**config.mk**
```make
export PLATFORM = sky130hd
export DESIGN_NAME = cluster_axi_to_mem_flat
export DESIGN_NICKNAME = d
export VERILOG_FILES = /design/src/rtl/cluster_axi_to_mem_if.sv /design/src/rtl/cluster_axi_to_mem.sv /design/src/flat_wrapper.sv
export SDC_FILE = /design/constraint.sdc
export NUM_CORES = 1
export LEC_CHECK = 0
export CAP_MARGIN = 20
export CORE_AREA = 2 2 196 198
export DETAILED_ROUTE_END_ITERATION = 8
export DIE_AREA = 0 0 198 200
export PLACE_DENSITY = 0.61
export SETUP_SLACK_MARGIN = 0.4
export SLEW_MARGIN = 20
export SYNTH_ARGS = -nofsm -noshare
export SYNTH_HDL_FRONTEND = slang
export SYNTH_SLANG_ARGS = --single-unit
export TNS_END_PERCENT = 20
```
**constraint.sdc**
```tcl
create_clock -name clk_i -period 4.2 [get_ports clk_i]
set_input_delay 0.42 -clock clk_i [delete_from_list [all_inputs] [get_ports clk_i]]
set_output_delay 0.42 -clock clk_i [all_outputs]
set_load 0.005 [all_outputs]
```
**src/rtl/cluster_axi_to_mem_if.sv**
```systemverilog
// AXI4 bus bundle between the cluster crossbar and its single-port memory bridges.
// The Master side drives requests and the Slave side drives responses.
interface AXI_BUS #(
  parameter int unsigned AXI_ADDR_WIDTH = 48,
  parameter int unsigned AXI_DATA_WIDTH = 64,
  parameter int unsigned AXI_ID_WIDTH   = 6,
  parameter int unsigned AXI_USER_WIDTH = 10
);
  logic [AXI_ID_WIDTH-1:0]     aw_id;
  logic [AXI_ADDR_WIDTH-1:0]   aw_addr;
  logic [7:0]                  aw_len;
  logic [2:0]                  aw_size;
  logic [1:0]                  aw_burst;
  logic                        aw_valid;
  logic                        aw_ready;

  logic [AXI_DATA_WIDTH-1:0]   w_data;
  logic [AXI_DATA_WIDTH/8-1:0] w_strb;
  logic                        w_last;
  logic                        w_valid;
  logic                        w_ready;

  logic [AXI_ID_WIDTH-1:0]     b_id;
  logic [1:0]                  b_resp;
  logic [AXI_USER_WIDTH-1:0]   b_user;
  logic                        b_valid;
  logic                        b_ready;

  logic [AXI_ID_WIDTH-1:0]     ar_id;
  logic [AXI_ADDR_WIDTH-1:0]   ar_addr;
  logic [7:0]                  ar_len;
  logic [2:0]                  ar_size;
  logic [1:0]                  ar_burst;
  logic                        ar_valid;
  logic                        ar_ready;

  logic [AXI_ID_WIDTH-1:0]     r_id;
  logic [AXI_DATA_WIDTH-1:0]   r_data;
  logic [1:0]                  r_resp;
  logic                        r_last;
  logic [AXI_USER_WIDTH-1:0]   r_user;
  logic                        r_valid;
  logic                        r_ready;

  modport Master (
    output aw_id, aw_addr, aw_len, aw_size, aw_burst, aw_valid, input aw_ready,
    output w_data, w_strb, w_last, w_valid, input w_ready,
    input  b_id, b_resp, b_user, b_valid, output b_ready,
    output ar_id, ar_addr, ar_len, ar_size, ar_burst, ar_valid, input ar_ready,
    input  r_id, r_data, r_resp, r_last, r_user, r_valid, output r_ready
  );

  modport Slave (
    input  aw_id, aw_addr, aw_len, aw_size, aw_burst, aw_valid, output aw_ready,
    input  w_data, w_strb, w_last, w_valid, output w_ready,
    output b_id, b_resp, b_user, b_valid, input b_ready,
    input  ar_id, ar_addr, ar_len, ar_size, ar_burst, ar_valid, output ar_ready,
    output r_id, r_data, r_resp, r_last, r_user, r_valid, input r_ready
  );
endinterface

```
**src/rtl/cluster_axi_to_mem.sv**
```systemverilog
// AXI4 responder that serialises one burst at a time onto a req/gnt single-port memory.
// Reads and writes alternate when both address channels request in the same cycle.
module cluster_axi_to_mem #(
  parameter int unsigned AXI_ADDR_WIDTH = 48,
  parameter int unsigned AXI_DATA_WIDTH = 64,
  parameter int unsigned AXI_ID_WIDTH   = 6,
  parameter int unsigned AXI_USER_WIDTH = 10
) (
  input  logic                        clk_i,
  input  logic                        rst_i,
  AXI_BUS.Slave                       axi_slave,
  output logic                        mem_req_o,
  input  logic                        mem_gnt_i,
  output logic [AXI_ADDR_WIDTH-1:0]   mem_addr_o,
  output logic                        mem_we_o,
  output logic [AXI_DATA_WIDTH/8-1:0] mem_be_o,
  output logic [AXI_DATA_WIDTH-1:0]   mem_wdata_o,
  input  logic                        mem_rvalid_i,
  input  logic [AXI_DATA_WIDTH-1:0]   mem_rdata_i
);
  localparam int unsigned STRB_W = AXI_DATA_WIDTH / 8;
  localparam logic [AXI_ADDR_WIDTH-1:0] WORD_MASK = ~(AXI_ADDR_WIDTH'(STRB_W - 1));
  localparam logic [1:0] BURST_FIXED = 2'b00;
  localparam logic [1:0] BURST_INCR  = 2'b01;
  localparam logic [1:0] RESP_OKAY   = 2'b00;
  localparam logic [1:0] RESP_SLVERR = 2'b10;

  typedef enum logic [2:0] {IDLE, WR_DATA, WR_RESP, RD_REQ, RD_WAIT, RD_RESP} state_e;

  state_e                    state_q;
  logic [AXI_ID_WIDTH-1:0]   id_q;
  logic [AXI_ADDR_WIDTH-1:0] addr_q;
  logic [7:0]                len_q;
  logic [7:0]                cnt_q;
  logic [2:0]                size_q;
  logic [1:0]                burst_q;
  logic                      prio_rd_q;
  logic                      wr_err_q;
  logic [AXI_DATA_WIDTH-1:0] rdata_q;

  function automatic logic burst_ok(input logic [1:0] burst);
    return (burst == BURST_FIXED) || (burst == BURST_INCR);
  endfunction

  logic                      last_beat;
  logic                      bad_burst;
  logic                      grant_wr;
  logic                      grant_rd;
  logic                      w_ready;
  logic                      w_hs;
  logic [AXI_ADDR_WIDTH-1:0] addr_next;

  assign last_beat = (cnt_q == len_q);
  assign bad_burst = !burst_ok(burst_q);
  // Address arithmetic is left to wrap naturally at the top of the address space.
  assign addr_next = (burst_q == BURST_INCR) ? addr_q + (AXI_ADDR_WIDTH'(1) << size_q) : addr_q;
  // prio_rd_q is set after a write grant, so a contested cycle goes to the other channel.
  assign grant_wr  = axi_slave.aw_valid && (!axi_slave.ar_valid || !prio_rd_q);
  assign grant_rd  = axi_slave.ar_valid && (!axi_slave.aw_valid || prio_rd_q);
  assign w_ready   = (state_q == WR_DATA) && (bad_burst || mem_gnt_i);
  assign w_hs      = axi_slave.w_valid && w_ready;

  always_comb begin
    axi_slave.aw_ready = (state_q == IDLE) && grant_wr;
    axi_slave.ar_ready = (state_q == IDLE) && grant_rd;
    axi_slave.w_ready  = w_ready;

    axi_slave.b_valid  = (state_q == WR_RESP);
    axi_slave.b_id     = (state_q == WR_RESP) ? id_q : '0;
    axi_slave.b_resp   = ((state_q == WR_RESP) && (bad_burst || wr_err_q)) ? RESP_SLVERR : RESP_OKAY;
    axi_slave.b_user   = '0;

    axi_slave.r_valid  = (state_q == RD_RESP);
    axi_slave.r_data   = (state_q == RD_RESP) ? rdata_q : '0;
    axi_slave.r_id     = (state_q == RD_RESP) ? id_q : '0;
    axi_slave.r_last   = (state_q == RD_RESP) && last_beat;
    axi_slave.r_resp   = ((state_q == RD_RESP) && bad_burst) ? RESP_SLVERR : RESP_OKAY;
    axi_slave.r_user   = '0;

    mem_req_o   = ((state_q == WR_DATA) && !bad_burst && axi_slave.w_valid) || (state_q == RD_REQ);
    mem_we_o    = (state_q == WR_DATA);
    mem_be_o    = (state_q == WR_DATA) ? axi_slave.w_strb : '0;
    mem_wdata_o = (state_q == WR_DATA) ? axi_slave.w_data : '0;
    mem_addr_o  = addr_q & WORD_MASK;
  end

  always_ff @(posedge clk_i) begin
    if (rst_i) begin
      state_q   <= IDLE;
      id_q      <= '0;
      addr_q    <= '0;
      len_q     <= '0;
      cnt_q     <= '0;
      size_q    <= '0;
      burst_q   <= '0;
      prio_rd_q <= 1'b0;
      wr_err_q  <= 1'b0;
      rdata_q   <= '0;
    end else begin
      unique case (state_q)
        IDLE: begin
          if (grant_wr) begin
            id_q      <= axi_slave.aw_id;
            addr_q    <= axi_slave.aw_addr;
            len_q     <= axi_slave.aw_len;
            size_q    <= axi_slave.aw_size;
            burst_q   <= axi_slave.aw_burst;
            cnt_q     <= '0;
            wr_err_q  <= 1'b0;
            prio_rd_q <= 1'b1;
            state_q   <= WR_DATA;
          end else if (grant_rd) begin
            id_q      <= axi_slave.ar_id;
            addr_q    <= axi_slave.ar_addr;
            len_q     <= axi_slave.ar_len;
            size_q    <= axi_slave.ar_size;
            burst_q   <= axi_slave.ar_burst;
            cnt_q     <= '0;
            prio_rd_q <= 1'b0;
            rdata_q   <= '0;
            // Unsupported bursts never touch memory; beats are answered with an error.
            state_q   <= burst_ok(axi_slave.ar_burst) ? RD_REQ : RD_RESP;
          end
        end
        WR_DATA: begin
          if (w_hs) begin
            if (axi_slave.w_last != last_beat) wr_err_q <= 1'b1;
            if (last_beat) begin
              state_q <= WR_RESP;
            end else begin
              cnt_q  <= cnt_q + 8'd1;
              addr_q <= addr_next;
            end
          end
        end
        WR_RESP: begin
          if (axi_slave.b_ready) state_q <= IDLE;
        end
        RD_REQ: begin
          if (mem_gnt_i) state_q <= RD_WAIT;
        end
        RD_WAIT: begin
          if (mem_rvalid_i) begin
            rdata_q <= mem_rdata_i;
            state_q <= RD_RESP;
          end
        end
        RD_RESP: begin
          if (axi_slave.r_ready) begin
            if (last_beat) begin
              state_q <= IDLE;
            end else begin
              cnt_q   <= cnt_q + 8'd1;
              addr_q  <= addr_next;
              state_q <= bad_burst ? RD_RESP : RD_REQ;
            end
          end
        end
        default: state_q <= IDLE;
      endcase
    end
  end
endmodule

```
**src/flat_wrapper.sv**
```systemverilog
// flat-port wrapper written by rule: the top's interface ports become plain ports
module cluster_axi_to_mem_flat 
#(
  parameter int unsigned AXI_ADDR_WIDTH = 48,
  parameter int unsigned AXI_DATA_WIDTH = 64,
  parameter int unsigned AXI_ID_WIDTH   = 6,
  parameter int unsigned AXI_USER_WIDTH = 10
)
  (clk_i, rst_i, mem_req_o, mem_gnt_i, mem_addr_o, mem_we_o, mem_be_o, mem_wdata_o, mem_rvalid_i, mem_rdata_i, axi_slave_aw_id, axi_slave_aw_addr, axi_slave_aw_len, axi_slave_aw_size, axi_slave_aw_burst, axi_slave_aw_valid, axi_slave_aw_ready, axi_slave_w_data, axi_slave_w_strb, axi_slave_w_last, axi_slave_w_valid, axi_slave_w_ready, axi_slave_b_id, axi_slave_b_resp, axi_slave_b_user, axi_slave_b_valid, axi_slave_b_ready, axi_slave_ar_id, axi_slave_ar_addr, axi_slave_ar_len, axi_slave_ar_size, axi_slave_ar_burst, axi_slave_ar_valid, axi_slave_ar_ready, axi_slave_r_id, axi_slave_r_data, axi_slave_r_resp, axi_slave_r_last, axi_slave_r_user, axi_slave_r_valid, axi_slave_r_ready);
  AXI_BUS #(.AXI_ADDR_WIDTH(AXI_ADDR_WIDTH), .AXI_DATA_WIDTH(AXI_DATA_WIDTH), .AXI_ID_WIDTH(AXI_ID_WIDTH), .AXI_USER_WIDTH(AXI_USER_WIDTH)) axi_slave_i ();
  input  logic clk_i;
  input  logic rst_i;
  output logic mem_req_o;
  input  logic mem_gnt_i;
  output logic [AXI_ADDR_WIDTH-1:0] mem_addr_o;
  output logic mem_we_o;
  output logic [AXI_DATA_WIDTH/8-1:0] mem_be_o;
  output logic [AXI_DATA_WIDTH-1:0] mem_wdata_o;
  input  logic mem_rvalid_i;
  input  logic [AXI_DATA_WIDTH-1:0] mem_rdata_i;
  input wire logic [$bits(axi_slave_i.aw_id)-1:0] axi_slave_aw_id;
  input wire logic [$bits(axi_slave_i.aw_addr)-1:0] axi_slave_aw_addr;
  input wire logic [$bits(axi_slave_i.aw_len)-1:0] axi_slave_aw_len;
  input wire logic [$bits(axi_slave_i.aw_size)-1:0] axi_slave_aw_size;
  input wire logic [$bits(axi_slave_i.aw_burst)-1:0] axi_slave_aw_burst;
  input wire logic [$bits(axi_slave_i.aw_valid)-1:0] axi_slave_aw_valid;
  output wire logic [$bits(axi_slave_i.aw_ready)-1:0] axi_slave_aw_ready;
  input wire logic [$bits(axi_slave_i.w_data)-1:0] axi_slave_w_data;
  input wire logic [$bits(axi_slave_i.w_strb)-1:0] axi_slave_w_strb;
  input wire logic [$bits(axi_slave_i.w_last)-1:0] axi_slave_w_last;
  input wire logic [$bits(axi_slave_i.w_valid)-1:0] axi_slave_w_valid;
  output wire logic [$bits(axi_slave_i.w_ready)-1:0] axi_slave_w_ready;
  output wire logic [$bits(axi_slave_i.b_id)-1:0] axi_slave_b_id;
  output wire logic [$bits(axi_slave_i.b_resp)-1:0] axi_slave_b_resp;
  output wire logic [$bits(axi_slave_i.b_user)-1:0] axi_slave_b_user;
  output wire logic [$bits(axi_slave_i.b_valid)-1:0] axi_slave_b_valid;
  input wire logic [$bits(axi_slave_i.b_ready)-1:0] axi_slave_b_ready;
  input wire logic [$bits(axi_slave_i.ar_id)-1:0] axi_slave_ar_id;
  input wire logic [$bits(axi_slave_i.ar_addr)-1:0] axi_slave_ar_addr;
  input wire logic [$bits(axi_slave_i.ar_len)-1:0] axi_slave_ar_len;
  input wire logic [$bits(axi_slave_i.ar_size)-1:0] axi_slave_ar_size;
  input wire logic [$bits(axi_slave_i.ar_burst)-1:0] axi_slave_ar_burst;
  input wire logic [$bits(axi_slave_i.ar_valid)-1:0] axi_slave_ar_valid;
  output wire logic [$bits(axi_slave_i.ar_ready)-1:0] axi_slave_ar_ready;
  output wire logic [$bits(axi_slave_i.r_id)-1:0] axi_slave_r_id;
  output wire logic [$bits(axi_slave_i.r_data)-1:0] axi_slave_r_data;
  output wire logic [$bits(axi_slave_i.r_resp)-1:0] axi_slave_r_resp;
  output wire logic [$bits(axi_slave_i.r_last)-1:0] axi_slave_r_last;
  output wire logic [$bits(axi_slave_i.r_user)-1:0] axi_slave_r_user;
  output wire logic [$bits(axi_slave_i.r_valid)-1:0] axi_slave_r_valid;
  input wire logic [$bits(axi_slave_i.r_ready)-1:0] axi_slave_r_ready;
  assign axi_slave_i.aw_id = axi_slave_aw_id;
  assign axi_slave_i.aw_addr = axi_slave_aw_addr;
  assign axi_slave_i.aw_len = axi_slave_aw_len;
  assign axi_slave_i.aw_size = axi_slave_aw_size;
  assign axi_slave_i.aw_burst = axi_slave_aw_burst;
  assign axi_slave_i.aw_valid = axi_slave_aw_valid;
  assign axi_slave_aw_ready = axi_slave_i.aw_ready;
  assign axi_slave_i.w_data = axi_slave_w_data;
  assign axi_slave_i.w_strb = axi_slave_w_strb;
  assign axi_slave_i.w_last = axi_slave_w_last;
  assign axi_slave_i.w_valid = axi_slave_w_valid;
  assign axi_slave_w_ready = axi_slave_i.w_ready;
  assign axi_slave_b_id = axi_slave_i.b_id;
  assign axi_slave_b_resp = axi_slave_i.b_resp;
  assign axi_slave_b_user = axi_slave_i.b_user;
  assign axi_slave_b_valid = axi_slave_i.b_valid;
  assign axi_slave_i.b_ready = axi_slave_b_ready;
  assign axi_slave_i.ar_id = axi_slave_ar_id;
  assign axi_slave_i.ar_addr = axi_slave_ar_addr;
  assign axi_slave_i.ar_len = axi_slave_ar_len;
  assign axi_slave_i.ar_size = axi_slave_ar_size;
  assign axi_slave_i.ar_burst = axi_slave_ar_burst;
  assign axi_slave_i.ar_valid = axi_slave_ar_valid;
  assign axi_slave_ar_ready = axi_slave_i.ar_ready;
  assign axi_slave_r_id = axi_slave_i.r_id;
  assign axi_slave_r_data = axi_slave_i.r_data;
  assign axi_slave_r_resp = axi_slave_i.r_resp;
  assign axi_slave_r_last = axi_slave_i.r_last;
  assign axi_slave_r_user = axi_slave_i.r_user;
  assign axi_slave_r_valid = axi_slave_i.r_valid;
  assign axi_slave_i.r_ready = axi_slave_r_ready;
  cluster_axi_to_mem #(.AXI_ADDR_WIDTH(AXI_ADDR_WIDTH), .AXI_DATA_WIDTH(AXI_DATA_WIDTH), .AXI_ID_WIDTH(AXI_ID_WIDTH), .AXI_USER_WIDTH(AXI_USER_WIDTH)) u_core (.clk_i(clk_i), .rst_i(rst_i), .axi_slave(axi_slave_i), .mem_req_o(mem_req_o), .mem_gnt_i(mem_gnt_i), .mem_addr_o(mem_addr_o), .mem_we_o(mem_we_o), .mem_be_o(mem_be_o), .mem_wdata_o(mem_wdata_o), .mem_rvalid_i(mem_rvalid_i), .mem_rdata_i(mem_rdata_i));
endmodule
```
==> results_dict.tcl <==
set metrics [dict create \
    cts_buffers 17 \
    drt_iter0_markers 848 \
    grt_pass1_wl_um 64300 \
    cpMaxStageDelayCell "clkdlybuf4s50_1" \
    r2r_start "u_core.size_q[2]" \
    hpwlAfterDp_um 32700 \
    worst_hold_path_type "in -> reg" \
    post-cts-setup-buffers 0 \
    synth_area_leader_cell "dfxtp_1" \
    ioPinCount 508 \
    synth-adder-area-share 0.0138 \
    cts_tree "built" \
    grt_max_degree 81 \
    synthSimpleGateAreaFrac 0.333 \
    status "complete, no violations" \
    ant_nets 0 \
    rsz0062_at_grt "no" \
    syn_to_final_growth_pct 57.2 \
    cts.repair.resized 0 \
    dpl_cell_area_um2 14500 \
    yosys-mux-area-fraction 0.0282 \
    crit_type "reg -> out" \
    critPathMaxFanout 70 \
    fmax_mhz 300 \
    nets 1989 \
    cts_buffer_depth 2 \
    num_rows 71 \
    slew_headroom 0.377 \
    reg2reg_depth 8 \
    start_util 0.257 \
    p_leak_nw 5.77 \
    dr.pass1.iters 5 \
    avgRoutedWirePerCell_um 19.7 \
    clk_pin_slew_worst_paths_ns 0.06 \
    period_share 0.794 \
    critical_path.top_delay_family "buffers and inverters" \
    layout_commonest_cell "clkdlybuf4s50_1" \
    postCtsHoldBufs 0 \
    rrSetupSlack_ns 1.06 \
    netlist_area_um2 9590 \
    syn_area_per_cell_um2 7.18 \
    nFillCells 3773 \
    viasPerCell 5.09 \
    dp_cells 2191 \
    finalSetupViolations 0 \
    antenna_found_initial 7 \
    worstSetupEndpointType "output pin" \
    yosys.area_share.xor_xnor 0.0146 \
    die_area_um2 39600 \
    syn_inst 1337 \
    hold_path_depth 2 \
    min_period_ns 3.34 \
    holdPathEnd "u_core.addr_q[31]" \
    synth_enable_flop_cells 0 \
    cp.arrival_ns 2.92 \
    worst_pin_slew_ns 0.934 \
    worstPathCellList "buf_4 > nor3_1 > nand2_1 > a21oi_1 > clkdlybuf4s50_1" \
    synth_top_area_share 0.300 \
    drc 0 \
    finalNonFillerCells 2227 \
    regArea_um2 2880 \
    ys_async_sr_fraction 0 \
    ys_seq_area_frac 0.300 \
    ys_seq_elements 144 \
    die_w_um 198 \
    synth_top_family_by_area "simple AND/OR/NAND/NOR gates" \
    drt_wl_total_um 43900 \
    cap_violations 0 \
    grt_usage 0.211 \
    synth.distinct_cells 66 \
    synth_top_flop_cell "dfxtp_1" \
    critical_path_buf_inv_count 2 \
    multi_input_area_um2 5830 \
    grt_overflow 0 \
    power_per_cell_area_nw_per_um2 529 \
    tns_ns 0 \
    final_area_um2 15100 \
    cp.required_ns 3.78 \
    peakVddDrop_uv 288 \
    drive_above_1_share 0.0473 \
    hold_start "rst_i" \
    die_h_um 200 \
    route.vias.total 11300 \
    slowest_delay_ns 0.64 \
    timing.rr.end "u_core.addr_q[23]" \
    cts.sinks 144 \
    mostFrequentLayoutCells "clkdlybuf4s50_1 (481), nand2_1 (197), and3_1 (152)" \
    hold_viol 0 \
    clk_latency_ns 0.45 \
    htree_levels 4 \
    synth_compound_area_frac 0.202 \
    synth.area.top_cells "dfxtp_1 (30%), and3_1 (9.9%), nand2_1 (7.7%)" \
    synth_warnings 0 \
    gp_congestion 0.863 \
    cts_root_buf "clkbuf_16" \
    worstSetupStartpointType "flip-flop" \
    core-area_um2 37400 \
    grt_pass1_vias 10700 \
    portBuffers 482 \
    report.final.slew_viol_count 0 \
    fin_skew_ns 0.0133 \
]
[synth_stat cells, types with 6 or more instances]
cell type	instances
a211oi_1	6
a21o_1	11
a21oi_1	144
a311oi_1	22
a31oi_1	23
and2_1	11
and3_1	152
buf_4	70
clkbuf_1	110
dfxtp_1	144
ha_1	9
inv_1	18
mux2i_1	27
nand2_1	197
nand3_1	94
nand4_1	14
nor2_1	71
nor3_1	33
o211ai_1	30
o21ai_0	17
or3_1	11
or4_1	16
xnor2_1	15
[flip-flops by register name, summed over array words and instances (netlist names)]
| register | count |
|---|---|
| u_core.rdata_q | 64 |
| u_core.addr_q | 48 |
| u_core.cnt_q | 8 |
| u_core.len_q | 8 |
| u_core.id_q | 6 |
| u_core.size_q | 3 |
| u_core.state_q | 3 |
| u_core.burst_q | 2 |
| u_core.prio_rd_q | 1 |
| u_core.wr_err_q | 1 |
[layout make-up]
class / instances / area share
clock inverters: 14 / 0.0119
repair buffers: 505 / 0.334
flip-flops and latches: 144 / 0.191
diodes: 4 / 0.000664
inverters: 18 / 0.00448
clock buffers: 18 / 0.0285
well taps: 511 / 0.0424
multi-input cells: 1013 / 0.387
[routing by layer]
metal,vias to the layer above,part of all wire,global-route usage
met3,51,0.082,0.0659
met4,6,0.018,0.0571
met2,460,0.47,0.346
li1,5453,-,-
met5,-,0.00089,0
met1,5375,0.43,0.268
[how the worst max path moves through the flow]
stage | startpoint | end | slack, ns | cells after the start
global placement | mem_gnt_i | u_core.addr_q[15] | 0.87 | 7
global route | u_core.state_q[2] | axi_slave_ar_ready | 0.64 | 5
detailed placement | mem_gnt_i | u_core.addr_q[15] | 0.93 | 7
CTS | u_core.state_q[2] | axi_slave_ar_ready | 0.80 | 5
floorplan | u_core.size_q[1] | u_core.addr_q[38] | 1.55 | 9
finish | u_core.state_q[2] | axi_slave_ar_ready | 0.86 | 5
[power breakdown]
part,internal [mW],leakage (nW),switching (mW)
combinational,1.89,4.30,2.34
sequential,1.67,1.17,0.442
clock,0.947,0.294,0.702
[per-stage QoR]
step	hold WS, ns	total power, mW	worst slack, ns	utilization
after detailed placement	0.441	6.37	0.925	0.387
after CTS	0.225	8.04	0.796	0.403
after global routing	0.241	8.51	0.640	0.403
after global placement	0.434	6.33	0.873	0.387
final	0.238	7.99	0.864	0.403
after floorplan	0.427	4.44	1.55	-
[cell families (layout without fill, tap and decap cells)]
group           count (synthesis)  in the layout
compound gates                304            304
xor+xnor                       16             16
fa+ha+maj                      10             10
buf+inv                       204            555
flops                         144            144
mux                            27             27
other cells                     1             29
simple gates                  631            631
No activity file was read; power rests on OpenSTA's default activity.
